==> src/rtl/wb_uart_tx_pkg.sv <==
// Shared IO definitions for the Wishbone UART transmitter: register word
// offsets, STATUS bit positions, transmitter state encodings and a helper
// that saturates the FIFO occupancy into the 4-bit STATUS count field.
package wb_uart_tx_pkg;

  // Register word offsets on the IO Wishbone port
  localparam logic [5:0] ADDR_TXDATA  = 6'd0;
  localparam logic [5:0] ADDR_STATUS  = 6'd1;
  localparam logic [5:0] ADDR_DIVISOR = 6'd2;
  localparam logic [5:0] ADDR_CTRL    = 6'd3;

  // STATUS bit positions; bits 7:4 hold the saturated FIFO count
  localparam int unsigned STAT_EMPTY = 0;
  localparam int unsigned STAT_FULL  = 1;
  localparam int unsigned STAT_BUSY  = 2;
  localparam int unsigned STAT_OVF   = 3;

  // CTRL bit positions
  localparam int unsigned CTRL_TXEN  = 0;
  localparam int unsigned CTRL_IRQEN = 1;

  // Transmitter state encodings
  typedef logic [1:0] tx_state_t;
  localparam tx_state_t S_IDLE  = 2'd0;
  localparam tx_state_t S_START = 2'd1;
  localparam tx_state_t S_DATA  = 2'd2;
  localparam tx_state_t S_STOP  = 2'd3;

  function automatic logic [3:0] sat_count(input logic [15:0] count);
    if (count > 16'd15) return 4'hF;
    return count[3:0];
  endfunction

endpackage

==> src/rtl/wb_uart_tx_sync_fifo.sv <==
// sync_fifo: single-clock FIFO with show-ahead read data.
// Ports: clk, rst (sync, active-high), push/din, pop/dout, full, empty,
// count (occupancy, 0..DEPTH). Push when full and pop when empty are ignored.
module sync_fifo #(
  parameter int unsigned DEPTH = 8,
  parameter int unsigned WIDTH = 8
) (
  input  logic                     clk,
  input  logic                     rst,
  input  logic                     push,
  input  logic [WIDTH-1:0]         din,
  input  logic                     pop,
  output logic [WIDTH-1:0]         dout,
  output logic                     full,
  output logic                     empty,
  output logic [$clog2(DEPTH):0]   count
);

  localparam int unsigned AW = $clog2(DEPTH);

  logic [WIDTH-1:0] mem [DEPTH];
  logic [AW-1:0]    wr_ptr;
  logic [AW-1:0]    rd_ptr;
  logic             do_push;
  logic             do_pop;

  assign full    = (count == (AW+1)'(DEPTH));
  assign empty   = (count == '0);
  assign do_push = push && !full;
  assign do_pop  = pop && !empty;
  assign dout    = mem[rd_ptr];

  always_ff @(posedge clk) begin
    if (do_push) mem[wr_ptr] <= din;
  end

  always_ff @(posedge clk) begin
    if (rst) begin
      wr_ptr <= '0;
      rd_ptr <= '0;
      count  <= '0;
    end else begin
      if (do_push) wr_ptr <= wr_ptr + AW'(1);
      if (do_pop)  rd_ptr <= rd_ptr + AW'(1);
      case ({do_push, do_pop})
        2'b10:   count <= count + (AW+1)'(1);
        2'b01:   count <= count - (AW+1)'(1);
        default: count <= count;
      endcase
    end
  end

endmodule

==> src/rtl/wb_uart_tx.sv <==
// wb_uart_tx: Wishbone-attached 8N1 UART transmitter with TX FIFO.
// Ports: clk, rst (sync, active-high); io__* Wishbone slave (6-bit word
// address, 32-bit data, byte selects, single-cycle registered ack/err);
// uart_tx serial line (idle high); irq level interrupt (TX drained).
// Registers: 0 TXDATA (W), 1 STATUS (R/W1C), 2 DIVISOR (R/W), 3 CTRL (R/W).
module wb_uart_tx #(
  parameter int unsigned FIFO_DEPTH = 8,
  parameter logic [15:0] DIV_RESET  = 16'd433
) (
  input  logic        clk,
  input  logic        rst,
  input  logic [5:0]  io__addr,
  input  logic [31:0] io__dat_w,
  input  logic [3:0]  io__sel,
  input  logic        io__we,
  input  logic        io__cyc,
  input  logic        io__stb,
  output logic [31:0] io__dat_r,
  output logic        io__ack,
  output logic        io__err,
  output logic        uart_tx,
  output logic        irq
);

  import wb_uart_tx_pkg::*;

  localparam int unsigned CW = $clog2(FIFO_DEPTH) + 1;

  logic            req;
  logic            addr_ok;
  logic            wr_req;
  logic            fifo_push;
  logic            fifo_pop;
  logic [7:0]      fifo_dout;
  logic            fifo_full;
  logic            fifo_empty;
  logic [CW-1:0]   fifo_count;
  logic [15:0]     divisor;
  logic [1:0]      ctrl;
  logic            overflow;
  logic [7:0]      status;
  logic [31:0]     rd_val;
  tx_state_t       state;
  logic [15:0]     cnt;
  logic [2:0]      bit_idx;
  logic [7:0]      shreg;
  logic            bit_end;
  logic            tx_busy;
  logic            unused_bits;

  assign unused_bits = ^{io__dat_w[31:16], io__sel[3:2]};

  // A request is taken only while no response is on the bus, so a
  // strobe held across the ack cycle is not double-counted.
  assign req     = io__cyc && io__stb && !io__ack && !io__err;
  assign addr_ok = (io__addr[5:2] == 4'd0);
  assign wr_req  = req && io__we;

  // Bytes arriving while full are dropped and flagged, never queued.
  assign fifo_push = wr_req && (io__addr == ADDR_TXDATA) && io__sel[0] && !fifo_full;

  sync_fifo #(
    .DEPTH (FIFO_DEPTH),
    .WIDTH (8)
  ) u_fifo (
    .clk   (clk),
    .rst   (rst),
    .push  (fifo_push),
    .din   (io__dat_w[7:0]),
    .pop   (fifo_pop),
    .dout  (fifo_dout),
    .full  (fifo_full),
    .empty (fifo_empty),
    .count (fifo_count)
  );

  assign tx_busy = (state != S_IDLE);

  always_comb begin
    status             = '0;
    status[STAT_EMPTY] = fifo_empty;
    status[STAT_FULL]  = fifo_full;
    status[STAT_BUSY]  = tx_busy;
    status[STAT_OVF]   = overflow;
    status[7:4]        = sat_count(16'(fifo_count));
  end

  always_comb begin
    rd_val = '0;
    case (io__addr)
      ADDR_STATUS:  rd_val[7:0]  = status;
      ADDR_DIVISOR: rd_val[15:0] = divisor;
      ADDR_CTRL:    rd_val[1:0]  = ctrl;
      default:      rd_val       = '0;
    endcase
  end

  // Bus response: one cycle after the request, exactly one of ack/err.
  always_ff @(posedge clk) begin
    if (rst) begin
      io__ack   <= 1'b0;
      io__err   <= 1'b0;
      io__dat_r <= '0;
    end else begin
      io__ack   <= req && addr_ok;
      io__err   <= req && !addr_ok;
      io__dat_r <= (req && !io__we && addr_ok) ? rd_val : '0;
    end
  end

  // Register writes honour byte selects.
  always_ff @(posedge clk) begin
    if (rst) begin
      divisor  <= DIV_RESET;
      ctrl     <= '0;
      overflow <= 1'b0;
    end else begin
      if (wr_req && (io__addr == ADDR_DIVISOR)) begin
        if (io__sel[0]) divisor[7:0]  <= io__dat_w[7:0];
        if (io__sel[1]) divisor[15:8] <= io__dat_w[15:8];
      end
      if (wr_req && (io__addr == ADDR_CTRL) && io__sel[0])
        ctrl <= io__dat_w[1:0];
      if (wr_req && (io__addr == ADDR_TXDATA) && io__sel[0] && fifo_full)
        overflow <= 1'b1;
      else if (wr_req && (io__addr == ADDR_STATUS) && io__sel[0] && io__dat_w[STAT_OVF])
        overflow <= 1'b0;
    end
  end

  // cnt counts down from the divisor latched at each bit boundary, so a
  // DIVISOR write only affects the next bit.
  assign bit_end  = (cnt == '0);
  assign fifo_pop = ctrl[CTRL_TXEN] && !fifo_empty &&
                    ((state == S_IDLE) || ((state == S_STOP) && bit_end));

  always_ff @(posedge clk) begin
    if (rst) begin
      state   <= S_IDLE;
      cnt     <= '0;
      bit_idx <= '0;
      shreg   <= '0;
      uart_tx <= 1'b1;
    end else begin
      case (state)
        S_IDLE: begin
          if (fifo_pop) begin
            state   <= S_START;
            cnt     <= divisor;
            shreg   <= fifo_dout;
            uart_tx <= 1'b0;
          end
        end
        S_START: begin
          if (bit_end) begin
            state   <= S_DATA;
            cnt     <= divisor;
            bit_idx <= '0;
            uart_tx <= shreg[0];
            shreg   <= {1'b0, shreg[7:1]};
          end else begin
            cnt <= cnt - 16'd1;
          end
        end
        S_DATA: begin
          if (bit_end) begin
            cnt <= divisor;
            if (bit_idx == 3'd7) begin
              state   <= S_STOP;
              uart_tx <= 1'b1;
            end else begin
              bit_idx <= bit_idx + 3'd1;
              uart_tx <= shreg[0];
              shreg   <= {1'b0, shreg[7:1]};
            end
          end else begin
            cnt <= cnt - 16'd1;
          end
        end
        S_STOP: begin
          if (bit_end) begin
            // Back-to-back frames: the next start bit follows the stop bit directly.
            if (fifo_pop) begin
              state   <= S_START;
              cnt     <= divisor;
              shreg   <= fifo_dout;
              uart_tx <= 1'b0;
            end else begin
              state <= S_IDLE;
            end
          end else begin
            cnt <= cnt - 16'd1;
          end
        end
        default: state <= S_IDLE;
      endcase
    end
  end

  always_ff @(posedge clk) begin
    if (rst) irq <= 1'b0;
    else     irq <= ctrl[CTRL_IRQEN] && fifo_empty && !tx_busy;
  end

endmodule

==> config.mk <==
export PLATFORM = sky130hd
export DESIGN_NAME = wb_uart_tx
export DESIGN_NICKNAME = d
export VERILOG_FILES = /design/src/rtl/wb_uart_tx_pkg.sv /design/src/rtl/wb_uart_tx_sync_fifo.sv /design/src/rtl/wb_uart_tx.sv
export SDC_FILE = /design/constraint.sdc
export NUM_CORES = 1
export LEC_CHECK = 0
export BUFFER_PORTS_ARGS = -buffer_cell sky130_fd_sc_hd__buf_2
export CAP_MARGIN = 15
export CORE_MARGIN = 10
export CORE_UTILIZATION = 30
export CTS_CLUSTER_SIZE = 12
export DETAILED_ROUTE_END_ITERATION = 16
export PLACE_DENSITY_LB_ADDON = 0.25
export REMOVE_ABC_BUFFERS = 1
export SLEW_MARGIN = 5
export SYNTH_ARGS = -nofsm -noshare
export SYNTH_HDL_FRONTEND = slang
export SYNTH_SLANG_ARGS = --single-unit
==> constraint.sdc <==
create_clock -name clk -period 3 [get_ports clk]
set_clock_uncertainty 0.05 [all_clocks]
set_input_delay 0.3 -clock clk [delete_from_list [all_inputs] [get_ports clk]]
set_output_delay 0.3 -clock clk [all_outputs]
set_load 0.05 [all_outputs]
==> results of run 1 <==
-- synth_stat cells (all sizes together) (10+ instances only) --
| library cell | instances |
|---|---|
| buf | 34 |
| nor3 | 13 |
| nand3 | 17 |
| mux4 | 16 |
| ha | 14 |
| o211ai | 19 |
| nor2 | 46 |
| nor4 | 10 |
| clkbuf | 16 |
| nand4 | 10 |
| inv | 15 |
| dfxtp | 81 |
| a21oi | 28 |
| o21ai | 36 |
| mux2i | 17 |
| nor2b | 10 |
| edfxtp | 64 |
| nand2 | 43 |
| a211oi | 11 |
-- cells by family after synthesis --
kind of cell / count (synthesis)
flip-flops: 145
adder cells (fa/ha/maj): 14
other: 1
XOR/XNOR: 11
buffers and inverters: 69
AND/OR/NAND/NOR: 194
AO/OA/AOI/OAI: 161
multiplexers: 39
-- power by group --
part | internal [uW] | switching (uW) | leakage (uW) | total (uW)
sequential | 2070 | 11.5 | 0.00123 | 2090
clock | 1350 | 947 | 0.000308 | 2300
combinational | 98.1 | 274 | 0.00153 | 373
-- worst reg2reg max path, stage by stage (launching register included) --
cell,delay [ps]
dfxtp_1,360
inv_1,110
ha_1,170
nor4b_4,290
nand4_1,200
o21a_1,270
inv_4,70
ha_1,240
xor2_1,90
ha_1,180
a21oi_1,160
xor2_1,90
or3_1,310
a21oi_1,130
-- registers in the layout, indices dropped and copies added (netlist names), named ones only --
name,flops
u_fifo.mem,64
io__dat_r,16
io__ack,1
irq,1
u_fifo.wr_ptr,3
cnt,16
bit_idx,3
divisor,16
overflow,1
u_fifo.rd_ptr,3
shreg,8
io__err,1
ctrl,2
uart_tx,1
state,2
u_fifo.count,4
-- worst max-delay path by stage --
stage,cells past startpoint,slack [ps],end
final,13,210,u_fifo.count[2]
after global routing,13,20,u_fifo.count[2]
after CTS,13,240,u_fifo.count[2]
after detailed placement,12,180,u_fifo.count[2]
after global placement,12,270,u_fifo.count[2]
after floorplan,13,-340,u_fifo.count[2]
-- per-layer routing --
layer	part of all wire [%]	global-route usage, %	vias to the layer above
li1	-	-	2522
met1	44	15.2	2600
met2	50	21.2	152
met3	5.1	3.37	22
met4	1.3	3.60	0
met5	0	0	-
-- layout make-up --
type                    count  area (um^2)
fillers                  2240        14400
inverters                  19         73.8
repair buffers             85          531
well taps                 285          357
clock inverters            15          218
clock buffers              17          425
multi-input cells         435         3130
flip-flops and latches    145         3540
-- stage by stage --
step | worst slack (ps) | cells
5_1_grt | 19.1 | 1001
3_5_place_dp | 184 | 969
2_1_floorplan | -342 | 599
4_1_cts | 241 | 1001
3_3_place_gp | 270 | 969
6_report | 207 | 1001
==> results.md, run 1 <==
Status:
- The run finished with clean final reports.

Global route:
- For this run the aggregate overflow at the end of global routing stands at 0.
- The overall global routing resource usage is between 10% and 20%.
- The first global-routing pass estimated between 20000 and 30000 um of wire.
- The maximum number of pins on one net before global-route repair is 28.
- The number of global-route vias before repair is 5357.
- The initial antenna violation count is 0.

STA:
- The share of the clock period used by the worst path is roughly 93%.
- Adding up every negative setup slack in the final design gives 0 ps.
- The total count of max-transition violations in the final report was 0.
- Setup violations remaining at the end of the flow were counted as 0.
- The worst hold-check slack is approximately 55 ps.
- Based on the critical path, the design can be clocked at up to between 0.3 and 0.4 GHz.
- The clock period could shrink to roughly 2800 ps.
- Setup repair after global routing left no endpoint under its margin.
- The slew at the pin with the worst max-slew slack is 797 ps.
- The total count of hold-check failures in the final report is 0.
- In this run the tightest slew margin relative to its limit is between 40% and 50%.

Clocking:
- The number of hold buffers added after CTS was 0.
- The CTS sink count is about 150.
- The longest clock path from root to sink contains 2 buffers.
- The number of gates resized after CTS is 0.
- The TritonCTS buffer count is 17.
- Clock-pin slew was measured on the worst setup and hold paths at approximately 70 ps.
- The number of setup buffers added after CTS is 0.
- TritonCTS built the clock tree.
- The clock latency on the worst-skew pair is roughly 430 ps.
- The clock root buffer is clkbuf_16.
- The H-tree generated during clock tree synthesis spans 4 levels.

Logic synthesis:
- The number of flip-flops and latches in the synthesized netlist is 145.
- The combinational family with the most area after synthesis is compound AO/OA/AOI/OAI gates.
- Sorting the synthesized cells by area gives the leading types as edfxtp_1, dfxtp_1, mux4_2.
- The prevailing post-synth register cell is dfxtp_1.
- The Yosys step of the flow raised 0 warnings.
- The fraction of synthesis flops using an asynchronous set or reset pin is 0%.
- The cell type with the highest aggregate area in the netlist is edfxtp_1.
- The number of enable flip-flop cells after synthesis is 64.
- The parity-gate share of the synthesized area counting xor and xnor cells is roughly 1.4%.
- Sequential elements use approximately half of the synthesized area.
- The proportion of synthesized area in mux cells is just under 9%.
- The cell count after synthesis is ~630.
- The netlist area before placement is 6960 um^2.
- Of the total synthesized cell area, the portion taken by AND, OR, NAND and NOR gates is around 15%.
- The synthesized netlist contains 74 unique library cells.
- After synthesis, the largest area contributor takes up between 20% and 30% of total cell area.
- The adder-cell share of the synthesized area is around 2.5%.
- The compound-gate portion of the synthesized area is between 10% and 20%.
- A synthesized cell averages between 10 and 15 um^2.

Floorplanning:
- The effective utilization at floorplan is between 30 and 40%.
- In this run the count of I/O pins placed on the die edge is between 80 and 90.
- The region available for standard cell placement spans ~23000 um^2.
- In this run the horizontal extent of the chip is about 170 um.
- The die covers 29700 um^2.
- The floorplan row count is 55.
- The die is about 170 um tall.

Pwr:
- The total power of the final layout is approximately 4800 uW.
- The total power per unit cell area is ~570 nW/um^2.
- IR analysis of the VDD net gives a maximum drop of between 0.3 and 0.4 mV.
- Summed over all cells, the static leakage comes to 0.00307 uW.

Setup path:
- The worst reg2reg path endpoint is u_fifo.count[2].
- The category of cells accounting for the largest share of critical-path delay is simple AND/OR/NAND/NOR gates.
- By startpoint and endpoint, the worst setup path is classified as flip-flop to flip-flop.
- The cell at the slowest stage of the critical path is dfxtp_1.
- Walking the worst path, the cells encountered are inv_1, ha_1, nor4b_4, nand4_1, o21a_1, inv_4, ha_1, xor2_1, ha_1, a21oi_1, xor2_1, or3_1, a21oi_1.
- The data required time at the worst endpoint is around 3300 ps.
- The delay of the slowest cell on the worst path is between 300 and 400 ps.
- The capturing element type of the critical path is a flip-flop.
- The logic depth of the worst register-to-register path is 13.
- Of all nets on the critical path, the largest fanout is 6.
- The most critical setup path has its startpoint at cnt[0].
- The critical path contains buffers and inverters numbering 2 combined.
- The cell repeated most along the worst path is ha_1.
- Data arrives at the worst endpoint at 3110 ps.
- The minimum setup slack among reg-to-reg paths is between 200 and 250 ps.
- The type of element launching the critical path is a flip-flop.
- The worst register-to-register path begins at cnt[0].

Place:
- Once detailed placement completed, the half-perimeter wirelength came to roughly 14000 um.
- The placed instance area is 7630 um^2.
- The final weighted congestion of routability-driven global placement is about 0.92.
- The count of input and output buffers is 48.

Detailed routing:
- The first-pass detailed-route iteration total is 5.
- Using the TritonRoute via totals, the vias-per-cell ratio works out to between 5 and 6.
- The detail route stage leaves a number of antenna-violating nets equal to 0.
- After detailed routing, the number of remaining DRC violations is 0.
- The detailed router placed approximately 5300 vias in this run.
- The mean routed wirelength per cell is around 18 um.
- Summed over all layers, the routed wires come to 18300 um.
- The detailed router finished its first iteration with 308 violations.

Final layout:
- The layout overhead on the synthesized area is 18.9%.
- For this run, the share of the core covered by cells in the final layout is 36.4%.
- After routing the design area is ~8300 um^2.
- Of the cells placed in the final design, the portion with a size suffix greater than 1 is 22.3%.
- The repair_antennas step left the layout with diodes totalling 0.
- In the layout the commonest cells are dfxtp_1, edfxtp_1, buf_2, nor2_1, nand2_1.
- The leading cell type in the layout, fill and taps excluded is dfxtp_1.
- The final net count is between 700 and 800.

Min path:
- The class of the worst hold path is input port to flip-flop.
- The number of cells on the worst hold path is 3.
- The startpoint identified for the worst hold timing path is io__dat_w[8].
- The endpoint of the worst hold-timing path is divisor[8].

Run:
- The tool flagged a number of max-cap violations equal to 0.
Power figures use the tool's default switching activity.
==> inputs of run 2 (changes only) <==
GPL_TIMING_DRIVEN = 0   (was unset)
clock period = 3.5 ns   (was 3 ns; I/O delays follow)
==> results.md, run 2 (synthesis gave the netlist of run 1 again) <==
STA:
- Static timing analysis puts the maximum clock frequency at ~0.30 GHz.
- The worst path uses ~94% of the clock period.
- At the pin with the least slew margin, the transition time is 1090 ps.
- Setup violations remaining at the end of the flow were counted as 0.
- Setup repair after global routing left no endpoint under its margin.
- The shortest period the worst path allows is about 3300 ps.
- The total count of hold-check failures in the final report is 0.
- The total count of max-transition violations in the final report is 0.
- Summed over all failing endpoints, the final setup total negative slack is 0 ps.
- In this run the tightest slew margin relative to its limit is 27.4%.
- After layout, the worst setup slack is between 200 and 250 ps.

Global route:
- The number of global-route vias before repair is between 5000 and 6000.
- The initial antenna violation count is 0.
- Entering global routing, the biggest net connects 48 pins.
- Across every metal layer, demand over resource in global routing totals around an eighth.
- The overflow left after global routing is 0.
- The first-pass GRT wire length is just under 30000 um.

Place:
- The number of placed instances, taps included is a little over 900.
- The final weighted congestion of routability-driven global placement is 0.872.
- Input and output buffers added on the ports amount to 48.
- The setup slack after placement is -784 ps.
- The placed wire-length estimate is approximately 13000 um.

Final layout:
- In the layout the commonest cells are dfxtp_1, edfxtp_1, buf_2, nor2_1, nand2_1.
- The final layout contains roughly 730 nets.
- The utilization after layout is about a third.
- Ranked by flip-flop count, first place goes to u_fifo.mem.
- The layout overhead on the synthesized area is 14.3%.
- The finished layout holds 970 standard cells, fillers aside.
- Leaving out fill and tap cells, the most frequent cell in the layout is dfxtp_1.
- The repair_antennas step left the layout with diodes totalling 0.
- The number of flip-flops in the largest register is between 60 and 70.
- The proportion of layout cells with a drive suffix above 1 is about 19%.

Pwr:
- The worst-case IR drop observed on VDD is 0.353 mV.
- In this run the static leakage power is about 0.0029 uW.
- Net switching is between 20 and 30% of the power.
- Per report_power, the sequential group accounts for about 47% of the total.
- Dividing total power by cell area gives a power density of ~480 nW/um^2.
- The clock power share is 44.9%.
- The internal power summed over all cells is between 2000 and 3000 uW.
- The combinational fraction of design power is roughly 8.3%.
- For this design the total switching power over the nets is just over 1000 uW.

Floorplanning:
- The floorplan die width is 172 um.
- Once the floorplan was initialized, standard cells occupied between 30% and 40% of the core.
- Measured along the y axis, the die boundary spans between 150 and 200 um.
- The floorplan step defined a die boundary enclosing ~30000 um^2.
- between 80 and 90 I/O pins were placed.
- The core region is approximately 23000 um^2.
- The floorplan row count is between 50 and 60.

Clocking:
- At the later pin of the worst-skew pair, clock insertion delay measures between 400 and 500 ps.
- In this run the clock root is driven by a clkbuf_16.
- The CTS sink count is ~150.
- The CTS H-tree depth is 4.
- No sink is reached through more buffers than the 2 on the longest clock path.
- The clock-pin slew on the worst setup and hold paths is approximately 70 ps.
- The number of clock buffers added by TritonCTS is 17.
- TritonCTS built the clock tree.

Status:
- The run finished with clean final reports.

Setup path:
- The worst register-to-register path has a depth of 11.
- The critical path class is flip-flop to flip-flop.
- The data required time at the worst endpoint is 3790 ps.
- The worst reg2reg path endpoint is u_fifo.count[2].
- The maximum net fanout on the critical path is 17.
- The worst register-to-register path begins at u_fifo.count[0].
- The arrival time of data at the critical path endpoint is 3590 ps.
- The capturing element type of the critical path is a flip-flop.
- The setup check on the worst reg-to-reg path leaves a slack of ~200 ps.
- The type of element launching the critical path is a flip-flop.

Detailed routing:
- The number of DRC violations after detailed-routing iteration 0 is 422.
- In the routed design, unresolved DRC markers number 0.
- For this block, the routed nets add up to 18600 um of wire.
- Once detail routing completed, the nets flagged for antenna violations numbered 0.
- The first detailed-routing pass ran for 5 iterations.
- The via count of the routed design is roughly 5200.
- The mean routed wirelength per cell is 19.2 um.
- Dividing the detail-routed via count by the number of cells gives about 5.4.

Run:
- The number of maximum-capacitance constraint violations is 0.

Min path:
- The path with the worst hold slack has its endpoint at divisor[9].
- The path class of the tightest hold or removal check is input port to flip-flop.
- The start point of the worst hold path is io__dat_w[9].
- Counting instances, the worst hold path has a depth of 3.
-- run 2: cell types whose count changed in the layout (fill, tap and decap cells not counted), sizes merged --
cell	before	now
bufinv	3	0
inv	22	24
nand4	10	11
clkinv	7	8
buf	85	53
-- run 2: final cells by class --
type,count,area [um^2]
multi-input combinational,436,3160
clock buffer,17,425
sequential,145,3540
inverter,19,73.8
tap,285,357
clock inverter,15,120
timing repair buffer,53,278
fill,2243,14800
-- run 2: per-stage QoR --
stage | hold slack (ps) | area (um^2) | total power (uW)
2_1_floorplan | 369 | 6750 | 2020
3_3_place_gp | 409 | 7340 | 2130
3_5_place_dp | 411 | 7370 | 2130
4_1_cts | 96.3 | 7940 | 3840
5_1_grt | 118 | 7960 | 3950
6_report | 106 | 7960 | 3820
-- run 2: worst max-delay path: stages, from the launching register on --
cell	delay [ps]
dfxtp_1	420
o41a_1	640
nand2_1	280
o21a_4	370
inv_4	130
ha_1	290
xor2_1	160
ha_1	180
a21oi_1	150
xor2_1	90
or3_1	300
a21oi_1	140
-- run 2: what timing repair did --
| action | in CTS | in global routing |
|---|---|---|
| gates cloned | 1 | 0 |
| resized for setup | 2 | 1 |
| endpoints found under the hold margin | 0 | 0 |
| hold buffers | 0 | 0 |
| pin swaps | 1 | 0 |
| buffers inserted | 1 | 0 |
| endpoints found under the setup margin | 12 | 1 |
-- run 2: power by group through the flow --
stage | Sequential (uW) | Clock [uW] | Combinational (uW)
final | 1790 | 1720 | 316
after global routing | 1790 | 1820 | 341
after CTS | 1790 | 1740 | 313
after detailed placement | 1830 | 0 | 308
after global placement | 1820 | 0 | 301
after floorplan | 1830 | 0 | 188
-- run 2: routing by layer --
metal  vias to the layer above  part of all wire, %  track usage (%)  wire, um
li1                       2466                    -                -         -
met1                      2550                   43             15.4      8080
met5                         -                    0                0         0
met2                       149                   49             21.2      9140
met3                        32                  5.3             2.42       992
met4                         0                  2.1             4.87       389
-- run 2: worst max path at each step --
| stage | from | end | slack (ps) | depth (start not counted) |
|---|---|---|---|---|
| floorplan | cnt[0] | u_fifo.count[2] | 160 | 13 |
| global placement | cnt[0] | u_fifo.count[2] | -710 | 13 |
| detailed placement | cnt[6] | u_fifo.count[2] | -780 | 11 |
| CTS | u_fifo.count[0] | u_fifo.count[2] | 40 | 11 |
| global route | u_fifo.count[0] | u_fifo.count[2] | 6 | 11 |
| finish | u_fifo.count[0] | u_fifo.count[2] | 200 | 11 |
==> inputs of run 3 (changes only) <==
SYNTH_HIERARCHICAL = 1   (was unset)
==> results.md, run 3 <==
Status:
- The run finished with clean final reports.

Clocking:
- The TritonCTS clock tree is done.
- The CTS sink count is around 150.
- In this run the clock root is driven by a clkbuf_16.
- The CTS H-tree depth is 4.
- The TritonCTS buffer count is 17.
- Buffers inserted to repair hold after CTS numbered 0.
- The clock tree buffer depth is 2.
- The clock latency on the worst-skew pair is 430 ps.
- After clock tree synthesis, the clock-pin slew on the worst setup and hold paths is 60 ps.

Logic synthesis:
- For this run, asynchronously set or reset flops after synthesis account for 0%.
- Yosys printed 6 warnings.
- Summed over all instances, the cell type with the most area after synthesis is edfxtp_1.
- The share of the Yosys chip area taken by registers is between 50 and 60%.
- The commonest cells after synthesis are dfxtp_1, edfxtp_1, nor2_1.
- In the post-synthesis netlist, the cell with the most instances is dfxtp_1.
- The number of flip-flops and latches in the synthesized netlist is around 150.
- The synthesized design contains 64 enable-type register cells.
- For this run, the leading register cell type out of synthesis is dfxtp_1.
- The count of distinct cell types in the synthesized netlist is 64.
- In this run the cell area of the synthesized design comes to slightly below 7000 um^2.
- After synthesis, the mean cell area works out to 11.8 um^2.
- The cell count after synthesis is between 500 and 600.
- Ranked by total cell area, the synthesized netlist is headed by edfxtp_1, dfxtp_1, mux4_1.
- Summed over its instances, the top area cell type makes up 28.5% of the synthesized netlist area.

Floorplanning:
- The die height is 170 um.
- The number of top-level design ports is 83.
- The initial utilization of the core area, before any placement, comes to 30.7%.
- The die is 170 um wide.
- The floorplan row count is between 50 and 60.
- The total area inside the core boundary comes to roughly 22000 um^2.
- The die outline area is roughly 29000 um^2.

Detailed routing:
- The count of antenna-violating nets left after detailed routing is 0.
- Wires add up to between 15000 and 20000 um.
- The final route contains about 4700 vias.
- In the routed layout, each cell is associated on average with a via count of 5.17.
- The mean routed wirelength per cell is roughly 18 um.
- The post-detailed-route DRC marker count is 0.
- The first detailed-routing pass took 5 iterations.
- The first routing iteration left around 350 violations.

Pwr:
- In this run the static leakage power is ~0.0029 uW.
- The total power per unit cell area is roughly 540 nW/um^2.
- The worst-case IR drop observed on VDD is roughly 0.35 mV.

Min path:
- For hold timing, the worst endpoint is divisor[8].
- The number of cells on the worst hold path is 3.
- The min-delay analysis places its worst path in the category input port to flip-flop.
- The start point of the worst hold path is io__dat_w[8].

Setup path:
- The worst register-to-register path ends at u_fifo/count[3].
- Of all nets on the critical path, the largest fanout is 11.
- Counting both buffers and inverters, the worst setup path holds a total of 2.
- STA classifies the critical path startpoint as a flip-flop.
- The critical path is of the flip-flop to flip-flop type.
- For the worst setup path, the data arrival time is about 3500 ps.
- The delay of the slowest cell on the worst path is 420 ps.
- The worst setup path is captured at a flip-flop.
- The worst register-to-register path has a depth of 11.
- The start of the worst register-to-register path is state[1].
- The signal on the critical path passes through ha_4, nor4bb_1, nand4_1, buf_4, a21oi_4, buf_8, o41a_1, ha_1, or3_1, o32ai_1, mux2_2.
- The cell at the slowest stage of the critical path is dfxtp_1.
- The data required time at the worst endpoint is around 3800 ps.
- The minimum setup slack among reg-to-reg paths is 280 ps.
- The category of cells accounting for the largest share of critical-path delay is simple AND/OR/NAND/NOR gates.

Final layout:
- Leaving out fill and tap cells, the most frequent cell in the layout is dfxtp_1.
- In the layout the commonest cells are dfxtp_1, edfxtp_1, nor2_1, buf_2, mux2i_1.
- The number of flip-flops in the largest register is 64.
- Cells with a size suffix above 1 make up 18.8% of the layout.
- For this run, the post-layout net count is 677.
- The final non-filler cell total is roughly 910.
- From synthesis to final layout, the design area changed by 16.3%.
- The utilization after layout is 35.7%.
- The repair_antennas step left the layout with diodes totalling 0.
- Ranked by flip-flop count, first place goes to u_fifo/mem.

Global route:
- The overflow left after global routing is 0.
- The initial antenna violation count was 0.
- Entering global routing, the biggest net connects 44 pins.
- The number of global-route vias before repair is just under 5000.
- Global routing used a little under an eighth of the available tracks across all layers.
- The first-pass GRT wire length is 25600 um.

STA:
- The number of setup violations in the final report is 0.
- The total count of hold-check failures in the final report is 0.
- At the pin with the least slew margin, the transition time is between 1000 and 1500 ps.
- Setup repair after global routing left no endpoint under its margin.
- The achievable clock frequency is approximately 0.31 GHz.
- In this run the tightest slew margin relative to its limit is 29.5%.
- The shortest period the worst path allows is around 3200 ps.
- In the finished design, the share of the clock period the worst path needs comes to 92.0%.
- The total count of max-transition violations in the final report is 0.

Place:
- The number of placed instances, taps included is between 800 and 900.
- Summed over all nets, the half-perimeter wirelength after detailed placement is around 11000 um.
- The count of input and output buffers is 48.
- At the end of routability-driven placement, the weighted congestion stood at between 0.8 and 0.9.

Run:
- The number of maximum-capacitance constraint violations is 0.
==> run 3: cell count changes in the layout (fill, tap and decap cells not counted), moves of 8 or more <==
cell / delta
mux4_1: +15
nand2_1: -13
mux2i_1: +16
o21ai_0: -8
mux2_2: +12
a211oi_1: -9
mux4_2: -15
o211ai_1: -17
a21oi_1: -8
nor2_1: +12
==> run 3: worst min-delay path, delay by kind of cell <==
family / cells / cell delay, ps
buf+inv: 1 / 80
simple gates: 1 / 50
mux: 1 / 50
==> run 3: how the worst max path moves through the flow <==
stage          startpoint  slack, ps         endpoint  cells past startpoint
2_1_floorplan      cnt[2]       -830  u_fifo/count[3]                      8
3_3_place_gp       cnt[2]      -1920  u_fifo/count[3]                      8
3_5_place_dp       cnt[2]       -880  u_fifo/count[3]                      9
4_1_cts            cnt[6]         20  u_fifo/count[2]                     12
5_1_grt            cnt[6]         50  u_fifo/count[2]                     13
6_report         state[1]        280  u_fifo/count[3]                     11
==> run 3: routing by layer <==
metal	up-vias	share of wire, %	GRT usage [%]
met4	0	1.8	5.11
met5	-	0	0
met1	2328	43	13.1
li1	2228	-	-
met2	118	50	19.5
met3	24	4.5	2.36
==> run 3: power by group <==
group	leakage, uW	internal, uW	switching, uW
combinational	0.00134	192	436
sequential	0.00123	1800	30.9
clock	0.000295	1010	786
==> run 3: cells by family after synthesis <==
kind of cell / Yosys count / synth area share (%)
other cells: 1 / 0.0557
buf+inv: 56 / 4.61
mux: 66 / 13.9
flops: 145 / 52.6
simple gates: 161 / 12.7
compound gates: 112 / 11.5
fa+ha+maj: 14 / 2.60
xor+xnor: 15 / 1.95
==> run 3: area by class of cell <==
class | instances | area [um^2]
fillers | 2108 | 14100
flip-flops and latches | 145 | 3540
multi-input cells | 384 | 2990
clock buffers | 19 | 464
well taps | 280 | 350
repair buffers | 57 | 315
clock inverters | 13 | 131
inverters | 11 | 41.3
==> run 3: what timing repair did <==
item | in CTS | in global routing
pin swaps | 3 | 0
resized for setup | 5 | 2
buffers inserted | 4 | 2
endpoints found under the setup margin | 41 | 4
==> run 3: through the flow <==
step | worst slack, ps | hold slack [ps] | setup TNS [ps] | area (um^2) | power, uW
floorplan | -830 | 369 | -2230 | 6520 | 2300
detailed placement | -876 | 427 | -19930 | 7150 | 2480
global route | 50.2 | 106 | 0 | 7840 | 4430
global placement | -1920 | 420 | -49030 | 7110 | 2460
finish | 279 | 93.7 | 0 | 7840 | 4250
CTS | 21.5 | 80.1 | 0 | 7800 | 4290
